<file path="src/rtl/serial_add_ctrl.sv">
// serial_add_ctrl: N-bit adder that reuses one full-adder slice, one bit per clock, LSB first.
// Ports: clk, rst (sync, active-high); start/a/b/cin captured in IDLE;
//        busy high during RUN, done pulses in FIN; sum/cout hold the last completed result.
module ha_str (
  input  logic x,
  input  logic y,
  output logic s,
  output logic c
);
  assign s = x ^ y;
  assign c = x & y;
endmodule

module fa_str (
  input  logic x,
  input  logic y,
  input  logic ci,
  output logic s,
  output logic co
);
  logic s1, c1, c2;
  ha_str h0 (.x(x),  .y(y),  .s(s1), .c(c1));
  ha_str h1 (.x(s1), .y(ci), .s(s),  .c(c2));
  assign co = c1 | c2;
endmodule

module serial_add_ctrl #(
  parameter int N = 8
) (
  input  logic         clk,
  input  logic         rst,
  input  logic         start,
  input  logic [N-1:0] a,
  input  logic [N-1:0] b,
  input  logic         cin,
  output logic         busy,
  output logic         done,
  output logic [N-1:0] sum,
  output logic         cout
);
  localparam int CW = (N > 1) ? $clog2(N) : 1;
  typedef enum logic [1:0] {IDLE, RUN, FIN} state_t;
  state_t state, state_n;
  logic [N-1:0] ra, rb, sreg, sreg_n;
  logic [CW-1:0] cnt;
  logic carry, s, c, last;
  fa_str slice (.x(ra[0]), .y(rb[0]), .ci(carry), .s(s), .co(c));
  assign last = (cnt == CW'(N - 1));
  always_comb begin
    sreg_n = sreg >> 1;
    sreg_n[N-1] = s;
    state_n = (state == IDLE) ? (start ? RUN : IDLE) :
              (state == RUN)  ? (last ? FIN : RUN)   : IDLE;
    busy = (state == RUN);
    done = (state == FIN);
  end
  always_ff @(posedge clk) begin
    state <= rst ? IDLE : state_n;
  end
  always_ff @(posedge clk) begin
    if (rst) begin
      ra    <= '0;
      rb    <= '0;
      sreg  <= '0;
      carry <= 1'b0;
      cnt   <= '0;
      sum   <= '0;
      cout  <= 1'b0;
    end else if (state == IDLE && start) begin
      ra    <= a;
      rb    <= b;
      carry <= cin;
      sreg  <= '0;
      cnt   <= '0;
    end else if (state == RUN) begin
      ra    <= ra >> 1;
      rb    <= rb >> 1;
      sreg  <= sreg_n;
      carry <= c;
      cnt   <= cnt + 1'b1;
      if (last) begin
        sum  <= sreg_n;
        cout <= c;
      end
    end
  end
endmodule

</file>
<file path="config.mk">
export PLATFORM = sky130hd
export DESIGN_NAME = serial_add_ctrl
export DESIGN_NICKNAME = d
export VERILOG_FILES = /design/src/rtl/serial_add_ctrl.sv
export SDC_FILE = /design/constraint.sdc
export NUM_CORES = 1
export LEC_CHECK = 0
export BUFFER_PORTS_ARGS = -buffer_cell sky130_fd_sc_hd__buf_2
export CAP_MARGIN = 20
export CORE_UTILIZATION = 53
export CTS_CLUSTER_DIAMETER = 80
export DETAILED_ROUTE_END_ITERATION = 12
export GPL_TIMING_DRIVEN = 0
export HOLD_SLACK_MARGIN = 0.02
export PLACE_DENSITY = 0.76
export SETUP_SLACK_MARGIN = 0.1
export SLEW_MARGIN = 10
export SYNTH_ARGS = -nofsm -noshare
export SYNTH_HDL_FRONTEND = slang
export SYNTH_SLANG_ARGS = --single-unit
</file>
<file path="constraint.sdc">
create_clock -name clk -period 1.4 [get_ports clk]
set_input_delay 0.07 -clock clk [delete_from_list [all_inputs] [get_ports clk]]
set_output_delay 0.07 -clock clk [all_outputs]
set_load 0.005 [all_outputs]
</file>
Word-level counts from Yosys, hierarchy flattened:

Cells that the tools add are included.

* bits in registers: 39
* bits of input ports: 20
* logic and storage cells: 33
* output and inout port bits: 11

* reduce and logical (&&, ||, !) cells: 5
* multiplexer cells: 10
* bitwise logic cells: 6
* equality and inequality tests: 3
* add/sub/neg operators: 1

Operator list (number)
* $mux 8: 4
* $mux 2: 3
* $add 3x1->3 const B: 1
* $eq 3x3->1 const B: 1
* $mux 1: 3
* $reduce_and 3->1: 1
* $and 1x1->1: 2
* $eq 2x1->1 const B: 1
* $eq 2x2->1 const B: 1
* $logic_not 2->1: 1
* $reduce_bool 2->1: 1
* $reduce_or 2->1: 1
* $xor 1x1->1: 2
* $logic_and 1x1->1: 1
* $not 1->1: 1
* $or 1x1->1: 1

Depth between registers and ports, before layout:

Gate-level depths: netlist of run 1.

* depth in word-level cells: 5
* depth in mapped cells: 7

Modules after synthesis:

From an unflattened synthesis of run 1, not the netlist that was laid out.

* cell total of the unflattened synthesis: 192
* area total of the unflattened synthesis: 1585.3 um^2

By module, submodules not included
* serial_add_ctrl: sequential area each 760.7 um^2, cells an instance 189, area an instance 1554.0 um^2, times used 1
* ha_str: sequential area each 0.0 um^2, cells an instance 1, area an instance 12.5 um^2, times used 2
* fa_str: sequential area each 0.0 um^2, cells an instance 1, area an instance 6.3 um^2, times used 1

Worst setup path before layout of run 1:

Ideal clock, no wire load.

* kind: reg-to-reg
* start point: register state[0]
* end point: register ra[0]
* required time: 1.266 ns
* buffers on the path: 3
* cell stages (with the launch flop): 7
* arrival: 1.171 ns
* library setup time: 0.134 ns
* path slack: 0.096 ns
* path through: dfxtp_1 -> buf_6 -> or3b_1 -> buf_6 -> buf_6 -> nor2_1 -> nor4_1

* longest elaborated chain between the ends: 3
* elaborated cells on any way between the ends: 5

Ends and longest elaborated chain
* start, declared: line 43 `state_t state, state_n;`
* start signal, assigned: line 58 `state <= rst ? IDLE : state_n;`
* $logic_not 2->1: line 69 `end else if (state == IDLE && start) begin`
* $logic_and 1x1->1: line 69
* $mux 8 or $reduce_bool 2->1 (tied branches)
* end signal, assigned: line 76 `ra <= ra >> 1;`
* end, declared: line 44 `logic [N-1:0] ra, rb, sreg, sreg_n;`

Parallel ways exist; a longest one is shown, timed or not.
A chain may end at the register's enable or synchronous reset.

Worst setup path after layout of run 1:

* start point: register state[0]
* end point: register rb[6]

* longest elaborated chain between the ends: 3
* elaborated cells on any way between the ends: 5

Ends and longest elaborated chain
* $logic_not 2->1: line 69
* $logic_and 1x1->1: line 69
* $mux 8 or $reduce_bool 2->1 (tied branches)
* end signal, assigned: line 77 `rb <= rb >> 1;`
* end, declared: line 44

Parallel ways exist; a longest one is shown, timed or not.

==> results of run 1 <==
==> flip-flops by register name (all words and copies together) (netlist names) <==
signal	cells
state	2
rb	8
cout	1
ra	8
cnt	3
sum	8
carry	1
sreg	7
==> cell families after synthesis <==
kind of cell,share of synthesized area
AO/OA/AOI/OAI,0.0857
XOR/XNOR,0.00577
adder cells (fa/ha/maj),0.0297
buffers and inverters,0.0626
flip-flops,0.501
AND/OR/NAND/NOR,0.315
==> layout make-up <==
class | count | share of cell area
plain buffers | 14 | 0.0593
clock buffers | 7 | 0.0258
clock inverters | 1 | 0.00235
inverters | 1 | 0.00176
multi-input cells | 133 | 0.347
flip-flops and latches | 38 | 0.360
well taps | 31 | 0.0182
repair buffers | 54 | 0.185
==> per-stage QoR <==
step	cells	power (mW)	instance area, µm²	worst slack, ns
after detailed placement	247	1.41	1710	-0.00219
final	279	2.10	2130	0.0154
after floorplan	186	1.34	1520	0.119
after CTS	276	2.08	2060	0.0503
after global placement	247	1.40	1710	0.0554
after global routing	279	2.19	2130	-0.0328
==> per-layer routing <==
layer / GRT usage / vias up / part of all wire
li1: - / 738 / -
met2: 0.475 / 44 / 0.54
met5: 0 / - / 0
met3: 0.0679 / 13 / 0.042
met4: 0.118 / 0 / 0.029
met1: 0.294 / 727 / 0.39
==> timing repair <==
item / in CTS / in global routing
resized for setup: 22 / 16
buffers inserted: 4 / 4
pin swaps: 6 / 5
gates cloned: 1 / 0
setup endpoints to repair: 31 / 35
hold buffers: 16 / 0
hold endpoints to repair: 16 / 0
==> cells in the final DEF, fill, tap and decap left out <==
| cell | n |
|---|---|
| buf_2 | 31 |
| dlygate4sd3_1 | 16 |
| buf_1 | 1 |
| clkbuf_1 | 3 |
| nand2_1 | 27 |
| ha_1 | 1 |
| buf_6 | 5 |
| clkinv_2 | 1 |
| ha_2 | 1 |
| nand2b_1 | 2 |
| nand3_1 | 9 |
| nor2_1 | 39 |
| buf_4 | 9 |
| a21oi_2 | 2 |
| nor4_2 | 2 |
| clkbuf_8 | 1 |
| fa_1 | 1 |
| o21bai_1 | 1 |
| nand3b_1 | 1 |
| buf_8 | 1 |
| o21ba_2 | 1 |
| buf_12 | 1 |
| a22oi_1 | 2 |
| xnor2_1 | 1 |
| nor2_2 | 2 |
| clkbuf_4 | 6 |
| dfxtp_2 | 3 |
| nor3b_1 | 1 |
| nor2_4 | 8 |
| or3b_4 | 1 |
| dfxtp_1 | 34 |
| inv_2 | 1 |
| nor2b_1 | 1 |
| a21oi_1 | 16 |
| dfxtp_4 | 1 |
| a211oi_1 | 1 |
| nor4_1 | 13 |
| buf_16 | 1 |
==> how the worst max path moves through the flow <==
stage,to,slack [ns],cells past startpoint,from
finish,rb[6],0.02,6,state[0]
CTS,rb[6],0.05,6,state[0]
global placement,sum[7],0.06,5,cnt[0]
detailed placement,sum[0],-0.002,5,cnt[0]
floorplan,ra[0],0.12,6,state[0]
global route,rb[6],-0.03,6,state[0]
==> power breakdown <==
part	total, mW	switching [mW]	internal, mW	leakage, nW
Sequential	1.16	0.0298	1.13	0.313
Clock	0.597	0.354	0.244	0.0353
Combinational	0.347	0.173	0.174	0.547
==> worst reg2reg max path, cell delays in order (launching register included) <==
cell,delay (ns)
dfxtp_2,0.34
buf_6,0.11
or3b_4,0.37
buf_8,0.15
buf_12,0.14
nor2_4,0.09
nor4_1,0.06
==> impl_metrics.tcl, run 1 <==
set metrics [dict create \
    status "complete, no violations" \
    synth_top_cells_by_area "dfxtp_1, nor2_1, nand2_1" \
    crit_path_cell_trace "buf_6 > or3b_4 > buf_8 > buf_12 > nor2_4 > nor4_1" \
    multiInputGateArea_um2 741 \
    synthesis.area_per_instance_um2 8.17 \
    cts.sinks 38 \
    share_of_synthesized_flip_flops_with_an_asynchronous_set_or_reset 0 \
    syn-num-nets 209 \
    power_per_cell_area_nw_per_um2 987 \
    dpl.hpwl_um 2160 \
    synth.top_cells.by_count "nor2_1, dfxtp_1, nand2_1" \
    synth.most_common_cell "nor2_1" \
    total_via_count_in_the_routed_design 1522 \
    grt_first_pass_wirelength_um 6270 \
    yosysTopAreaCellShare 0.501 \
    floorplan.initialDensity 0.556 \
    design.portCount 31 \
    area_growth_syn_to_layout_pct 40.4 \
    worst_hold_endpoint "rb[6]" \
    drtIter0Drc 82 \
    number_of_enable_type_register_cells_in_the_synthesized_netlist 0 \
    setup-tns-final_ns 0 \
    yosys_warnings 0 \
    io_buffer_count 30 \
    drt-vias-per-instance 5.46 \
    cap_violations 0 \
    router_iterations_before_antenna_repair 4 \
    cts_buffers 5 \
    fillCellCount 185 \
    fp.dieArea_um2 3080 \
    critical_path.startpoint_type "flip-flop" \
    path_buf_inv 3 \
    postSynthCellCount 186 \
    maximum_number_of_pins_on_one_net_before_global_route_repair 12 \
    std_cell_rows 19 \
    power.ir.vdd_worst_mv 0.952 \
    critical_path_arrival_ns 1.60 \
    clock_tree.root_cell "clkbuf_4" \
    drtAntennaViolNets 0 \
    timing.fmax_mhz 722 \
    die_w_um 55.5 \
    dieHeight_um 55.5 \
    finClkSkew_ns 0.00833 \
    tightestPinTransition_ns 0.521 \
    worst_r2r_endpoint "rb[6]" \
    layout.area.seq_um2 768 \
    critical_path.reg2reg.startpoint "state[0]" \
    setup_violations 0 \
    ys_ff_latch 38 \
    number_of_diodes_added_for_antenna_fixing 0 \
    period_needed_ns 1.38 \
    unrepaired_setup_endpoints_after_global_routing "yes" \
    worst-r2r-cell-count 6 \
    clock_insertion_delay_worst_skew_ns 0.34 \
    yosysSeqAreaShare 0.501 \
    finalHoldWorstSlack_ns 0.0586 \
    crit_fanout 8 \
    clk_pin_slew_worst_paths_ns 0.11 \
    grt_remaining_overflow 0 \
    first_global_vias 1429 \
    utilization 0.780 \
    finalMaxSlewViolations 0 \
    hold_viol 0 \
    routed_wire_length_per_instance_um 13.5 \
    path_delay_family "simple AND/OR/NAND/NOR gates" \
    synthesis.area_um2 1520 \
    place.gp.congestion 0.843 \
    grt_util_all_layers 0.266 \
    number_of_buffers_on_the_longest_clock_path 2 \
    wirelength_um 3770 \
    crit_required_ns 1.62 \
    endpoint_kind "flip-flop" \
    critPathSlowestCell "or3b_4" \
    flip_flop_cell_with_the_highest_count_after_synthesis "dfxtp_1" \
    antenna_found_initial 0 \
    cts_tree "done" \
    core_region_area_um2 2730 \
    fin_nets 270 \
    min_path_type "input port to flip-flop" \
    critPathKind "flip-flop to flip-flop" \
    yosys.area.top_type "dfxtp_1" \
    yosys.cell_types.count 25 \
    cellLeakagePower_nw 0.895 \
    cp_slowest_stage_delay_ns 0.37 \
    cts-htree-levels 2 \
    finalCritPeriodShare 0.989 \
    post-route-drc-count 0 \
    timing.max_slew.rel_slack 0.652 \
    hold_start "b[6]" \
    r2r_setup_slack_ns 0.02 \
    hold_depth 3 \
    final_layout_size_suffix_gt1_frac 0.315 \
]
Note: power is estimated with default switching activity, not from simulation.
==> run 2: changes to the inputs <==
--- a/config.mk
+++ b/config.mk
@@ -7,13 +7,14 @@
 export LEC_CHECK = 0
 export BUFFER_PORTS_ARGS = -buffer_cell sky130_fd_sc_hd__buf_2
 export CAP_MARGIN = 20
-export CORE_UTILIZATION = 53
+export CORE_UTILIZATION = 35
 export CTS_CLUSTER_DIAMETER = 80
 export DETAILED_ROUTE_END_ITERATION = 12
 export GPL_TIMING_DRIVEN = 0
 export HOLD_SLACK_MARGIN = 0.02
-export PLACE_DENSITY = 0.76
+export PLACE_DENSITY = 0.54
 export SETUP_SLACK_MARGIN = 0.1
+export SKIP_LAST_GASP = 1
 export SLEW_MARGIN = 10
 export SYNTH_ARGS = -nofsm -noshare
 export SYNTH_HDL_FRONTEND = slang
==> run 2 against run 1 <==
Compared with the run above: critical endpoint is now rb[5]; count of clock-buffer cells in the layout decreased by 1; clock skew decreased by 0.0049 ns; register-to-register slack improved by 0.02 ns; routed wire length decreased by 8.2%; largest power group unchanged; utilization decreased by 28 points; clock power increased by 21%; combinational power decreased by 13%; maximum frequency increased by 1.4%; critical path type unchanged.
==> impl_metrics.tcl, run 2 (synthesis results as in run 1) <==
set metrics [dict create \
    dieHeight_um 67.9 \
    status "complete, no violations" \
    grt_first_pass_wirelength_um 5600 \
    crit_path_start "state[0]" \
    fin_nets 255 \
    dpl.hpwl_um 2210 \
    path_buf_inv 3 \
    fp.dieArea_um2 4610 \
    final_layout_size_suffix_gt1_frac 0.385 \
    utilization 0.501 \
    endpoint_kind "flip-flop" \
    first_global_vias 1191 \
    design_area_um2 2050 \
    timing.max_slew.rel_slack 0.647 \
    floorplan.initialDensity 0.372 \
    finalHoldWorstSlack_ns 0.0467 \
    drtIter0Drc 57 \
    hold_viol 0 \
    finalCritPeriodShare 0.975 \
    area_growth_syn_to_layout_pct 34.8 \
    crit_path_cell_trace "buf_6 > or3b_1 > buf_6 > buf_12 > nor2_1 > nor4_1" \
    setup_violations 0 \
    crit_fanout 10 \
    postCtsHoldBufs 0 \
    total_power_mw 2.18 \
    cts.sinks 38 \
    path_delay_family "simple AND/OR/NAND/NOR gates" \
    design.portCount 31 \
    antenna_found_initial 0 \
    unrepaired_setup_endpoints_after_global_routing "yes" \
    critical_path.most_common_cell "buf_6" \
    drt-vias-per-instance 4.86 \
    min_path_type "input port to flip-flop" \
    timing.fmax_mhz 732 \
    grt_remaining_overflow 0 \
    io_buffer_count 30 \
    wirelength_um 3460 \
    maximum_number_of_pins_on_one_net_before_global_route_repair 11 \
    die_w_um 67.9 \
    critPathKind "flip-flop to flip-flop" \
    finalMaxSlewViolations 0 \
    place.gp.congestion 0.678 \
    critical_path.reg2reg.startpoint "state[0]" \
    drtAntennaViolNets 0 \
    router_iterations_before_antenna_repair 4 \
    largestRegisters "ra x8, rb x8, sum x8" \
    layout_common_cells "nor2_1, dfxtp_1, buf_2" \
    cts-htree-levels 2 \
    std_cell_rows 23 \
    grt_util_all_layers 0.167 \
    setup-tns-final_ns 0 \
    power_per_cell_area_nw_per_um2 1060 \
    total_via_count_in_the_routed_design 1367 \
    dpl_cell_area_um2 1730 \
    post-route-drc-count 0 \
    cp_slowest_stage_delay_ns 0.35 \
    core_region_area_um2 4090 \
    number_of_diodes_added_for_antenna_fixing 0 \
    clock_tree.root_cell "clkbuf_8" \
    finClkSkew_ns 0.00341 \
    routed_wire_length_per_instance_um 12.3 \
    tightestPinTransition_ns 0.530 \
    critical_path_arrival_ns 1.51 \
    critPathSlowestCell "or3b_1" \
    crit_required_ns 1.54 \
    hold_start "b[7]" \
    number_of_buffers_on_the_longest_clock_path 2 \
    power.ir.vdd_worst_mv 0.587 \
    cts_tree "done" \
    clk_pin_slew_worst_paths_ns 0.07 \
    critical_path.startpoint_type "flip-flop" \
    most_common_cell_after_layout_fill_and_taps_aside "nor2_1" \
    clock_insertion_delay_worst_skew_ns 0.28 \
    cellLeakagePower_nw 0.835 \
    period_needed_ns 1.37 \
    cap_violations 0 \
    cts_buffers 5 \
]
-- run 2: layout make-up --
type / instances / area (µm²)
well taps: 50 / 62.6
repair buffers: 39 / 233
clock buffers: 6 / 82.6
plain buffers: 14 / 125
inverters: 1 / 3.75
multi-input cells: 133 / 773
flip-flops and latches: 38 / 768
fillers: 434 / 2040
-- run 2: power breakdown --
group	internal [mW]	switching, mW
Clock	0.379	0.340
Combinational	0.142	0.160
Sequential	1.13	0.0269
Total	1.65	0.527
-- run 2: repair_timing --
item | 4_1_cts | 5_1_grt
pin swaps | 2 | 6
setup endpoints to repair | 31 | 34
buffers inserted | 2 | 5
gates resized for setup | 14 | 37
gates cloned | 1 | 1
-- run 2: per-stage QoR --
step	cells	worst slack [ns]
3_5_place_dp	266	-0.0186
6_report	281	0.0347
5_1_grt	281	-0.0139
4_1_cts	275	0.0161
2_1_floorplan	186	0.119
3_3_place_gp	266	-0.0274
-- run 2: worst reg2reg max path: stages, from the launching register on --
cell,delay [ns]
dfxtp_2,0.32
buf_6,0.12
or3b_1,0.36
buf_6,0.15
buf_12,0.15
nor2_1,0.08
nor4_1,0.06
-- run 2: final timing paths --
check | end | slack (ns) | cells after the start
worst min register to register | sum[2] | 0.45 | 2
worst max-delay path | rb[5] | 0.03 | 6
worst max register to register | rb[5] | 0.03 | 6
worst min-delay path | rb[7] | 0.05 | 3
-- run 2: per-layer routing --
layer  vias up  part of all wire  GRT usage
met1       624              0.51      0.224
met5         -                 0          0
met2        25              0.45      0.257
li1        714                 -          -
met4         0             0.012     0.0625
met3         4             0.028     0.0417
==> run 3: changes to the inputs <==
--- a/config.mk
+++ b/config.mk
@@ -5,14 +5,15 @@
 export SDC_FILE = /design/constraint.sdc
 export NUM_CORES = 1
 export LEC_CHECK = 0
-export BUFFER_PORTS_ARGS = -buffer_cell sky130_fd_sc_hd__buf_2
 export CAP_MARGIN = 20
 export CORE_UTILIZATION = 35
 export CTS_CLUSTER_DIAMETER = 80
 export DETAILED_ROUTE_END_ITERATION = 12
+export DONT_BUFFER_PORTS = 1
 export GPL_TIMING_DRIVEN = 0
 export HOLD_SLACK_MARGIN = 0.02
-export PLACE_DENSITY = 0.54
+export PLACE_DENSITY = 0.48
+export RECOVER_POWER = 100
 export SETUP_SLACK_MARGIN = 0.1
 export SKIP_LAST_GASP = 1
 export SLEW_MARGIN = 10
==> constraint.sdc (replaced) <==
create_clock -name clk -period 1.6 [get_ports clk]
set_input_delay 0.08 -clock clk [delete_from_list [all_inputs] [get_ports clk]]
set_output_delay 0.08 -clock clk [all_outputs]
set_load 0.005 [all_outputs]
==> run 3 against run 2 <==
Compared with the run above: routed wire length is 7.4% lower; via count is 6.3% lower; critical path depth stayed put; design area is 11% lower; global-route usage is 0.23 points lower; utilization is 5.5 points lower; sequential share of layout area is 4.3 points higher; clock power is 17% lower; hold slack better by 0.049 ns; maximum frequency is 4.0% lower.
==> impl_metrics.tcl, run 3 (synthesis results as in run 1) <==
set metrics [dict create \
    setup_violations 0 \
    std_cell_rows 23 \
    drtAntennaViolNets 0 \
    cp_slowest_stage_delay_ns 0.38 \
    crit_path_start "state[0]" \
    area_growth_syn_to_layout_pct 19.9 \
    cts.sinks 38 \
    cts_tree "done" \
    grt_util_all_layers 0.165 \
    finalMaxSlewViolations 0 \
    place.gp.congestion 0.735 \
    layout.area.seq_um2 761 \
    critical_path.most_common_cell "buf_6" \
    cts-htree-levels 2 \
    critPathSlowestCell "or3b_1" \
    dieHeight_um 67.9 \
    critPathKind "flip-flop to flip-flop" \
    critical_path.startpoint_type "flip-flop" \
    first_global_vias 1202 \
    power.ir.vdd_worst_mv 0.384 \
    finClkSkew_ns 0.00545 \
    fillCellCount 429 \
    critical_path_arrival_ns 1.59 \
    status "complete, no violations" \
    die_w_um 67.9 \
    min_path_type "input port to flip-flop" \
    io_buffer_count 0 \
    cts_buffers 5 \
    number_of_diodes_added_for_antenna_fixing 0 \
    antenna_found_initial 0 \
    path_delay_family "buffers and inverters" \
    routed_wire_length_per_instance_um 12.3 \
    grt_first_pass_wirelength_um 5350 \
    cap_violations 0 \
    final_layout_size_suffix_gt1_frac 0.105 \
    maximum_number_of_pins_on_one_net_before_global_route_repair 11 \
    crit_path_cell_trace "buf_6 > or3b_1 > buf_6 > nand2b_1 > clkbuf_2 > a21oi_1" \
    clk_pin_slew_worst_paths_ns 0.07 \
    grt_remaining_overflow 0 \
    drtIter0Drc 39 \
    total_via_count_in_the_routed_design 1281 \
    period_needed_ns 1.42 \
    layout_common_cells "nor2_1, dfxtp_1, nand2_1" \
    floorplan.initialDensity 0.372 \
    clock_tree.root_cell "clkbuf_8" \
    multiInputGateArea_um2 661 \
    cellLeakagePower_nw 0.701 \
    design.portCount 31 \
    finalCritPeriodShare 0.889 \
    crit_required_ns 1.77 \
    clock_insertion_delay_worst_skew_ns 0.28 \
    core_region_area_um2 4090 \
    number_of_buffers_on_the_longest_clock_path 2 \
    unrepaired_setup_endpoints_after_global_routing "yes" \
    power_per_cell_area_nw_per_um2 1000 \
    setup-tns-final_ns 0 \
    r2r_setup_slack_ns 0.18 \
    timing.max_slew.rel_slack 0.682 \
    post-route-drc-count 0 \
    crit_fanout 10 \
    fp.dieArea_um2 4610 \
    largestRegisters "ra x8, rb x8, sum x8" \
    path_buf_inv 3 \
    endpoint_kind "flip-flop" \
    drt-vias-per-instance 4.93 \
    hold_start "start" \
    finalHoldWorstSlack_ns 0.0959 \
    fin_nets 233 \
    tightestPinTransition_ns 0.477 \
    wirelength_um 3200 \
    critical_path.reg2reg.startpoint "state[0]" \
    timing.fmax_mhz 703 \
    dpl.hpwl_um 2240 \
    hold_viol 0 \
    most_common_cell_after_layout_fill_and_taps_aside "nor2_1" \
    post_cts_buffers 0 \
    router_iterations_before_antenna_repair 4 \
]
## run 3: worst paths after layout
| kind | endpoint | depth (start not counted) |
|---|---|---|
| max | sreg[1] | 6 |
| min | state[0] | 2 |
| max reg2reg | sreg[1] | 6 |
| min reg2reg | cnt[1] | 2 |
## run 3: layout make-up
class                           count  share of cell area
Buffer                             14              0.0481
Sequential cell                    38               0.418
Tap cell                           50              0.0343
Inverter                            1             0.00206
Multi-Input combinational cell    133               0.363
Clock buffer                        7              0.0419
Timing Repair Buffer               17              0.0934
## run 3: metrics by stage
stage / total power [mW] / cell area (µm²) / setup slack (ns) / utilization / std cells
floorplan: 1.17 / 1520 / 0.296 / - / 186
global placement: 1.21 / 1580 / 0.206 / 0.387 / 236
detailed placement: 1.21 / 1580 / 0.201 / 0.387 / 236
CTS: 1.86 / 1830 / 0.182 / 0.447 / 260
global route: 1.92 / 1820 / 0.0574 / 0.446 / 260
finish: 1.82 / 1820 / 0.178 / 0.446 / 260
## run 3: power breakdown
part           internal, mW  switching, mW  total (mW)  leakage, nW
clock network         0.300          0.298       0.598       0.0383
logic                0.0961          0.114       0.210        0.352
registers             0.989         0.0244        1.01        0.311
total                  1.39          0.436        1.82        0.701
## run 3: worst register-to-register path: stages, from the launching register on
cell and delay [ns]:
dfxtp_1 0.31, buf_6 0.12, or3b_1 0.38, buf_6 0.15, nand2b_1 0.06, clkbuf_2 0.22
a21oi_1 0.07
## run 3: routing by layer
metal,vias up,GRT usage,share of wire,wire (µm)
met3,7,0.0583,0.049,157
met2,25,0.277,0.47,1510
met1,582,0.186,0.46,1470
met5,-,0,0,0
li1,667,-,-,-
met4,0,0.0729,0.021,68
## run 3: what timing repair did
item / in CTS / in global routing
gates resized for setup: 0 / 3
endpoints found under the hold margin: 17 / 0
hold buffers: 17 / 0
endpoints found under the setup margin: 0 / 8
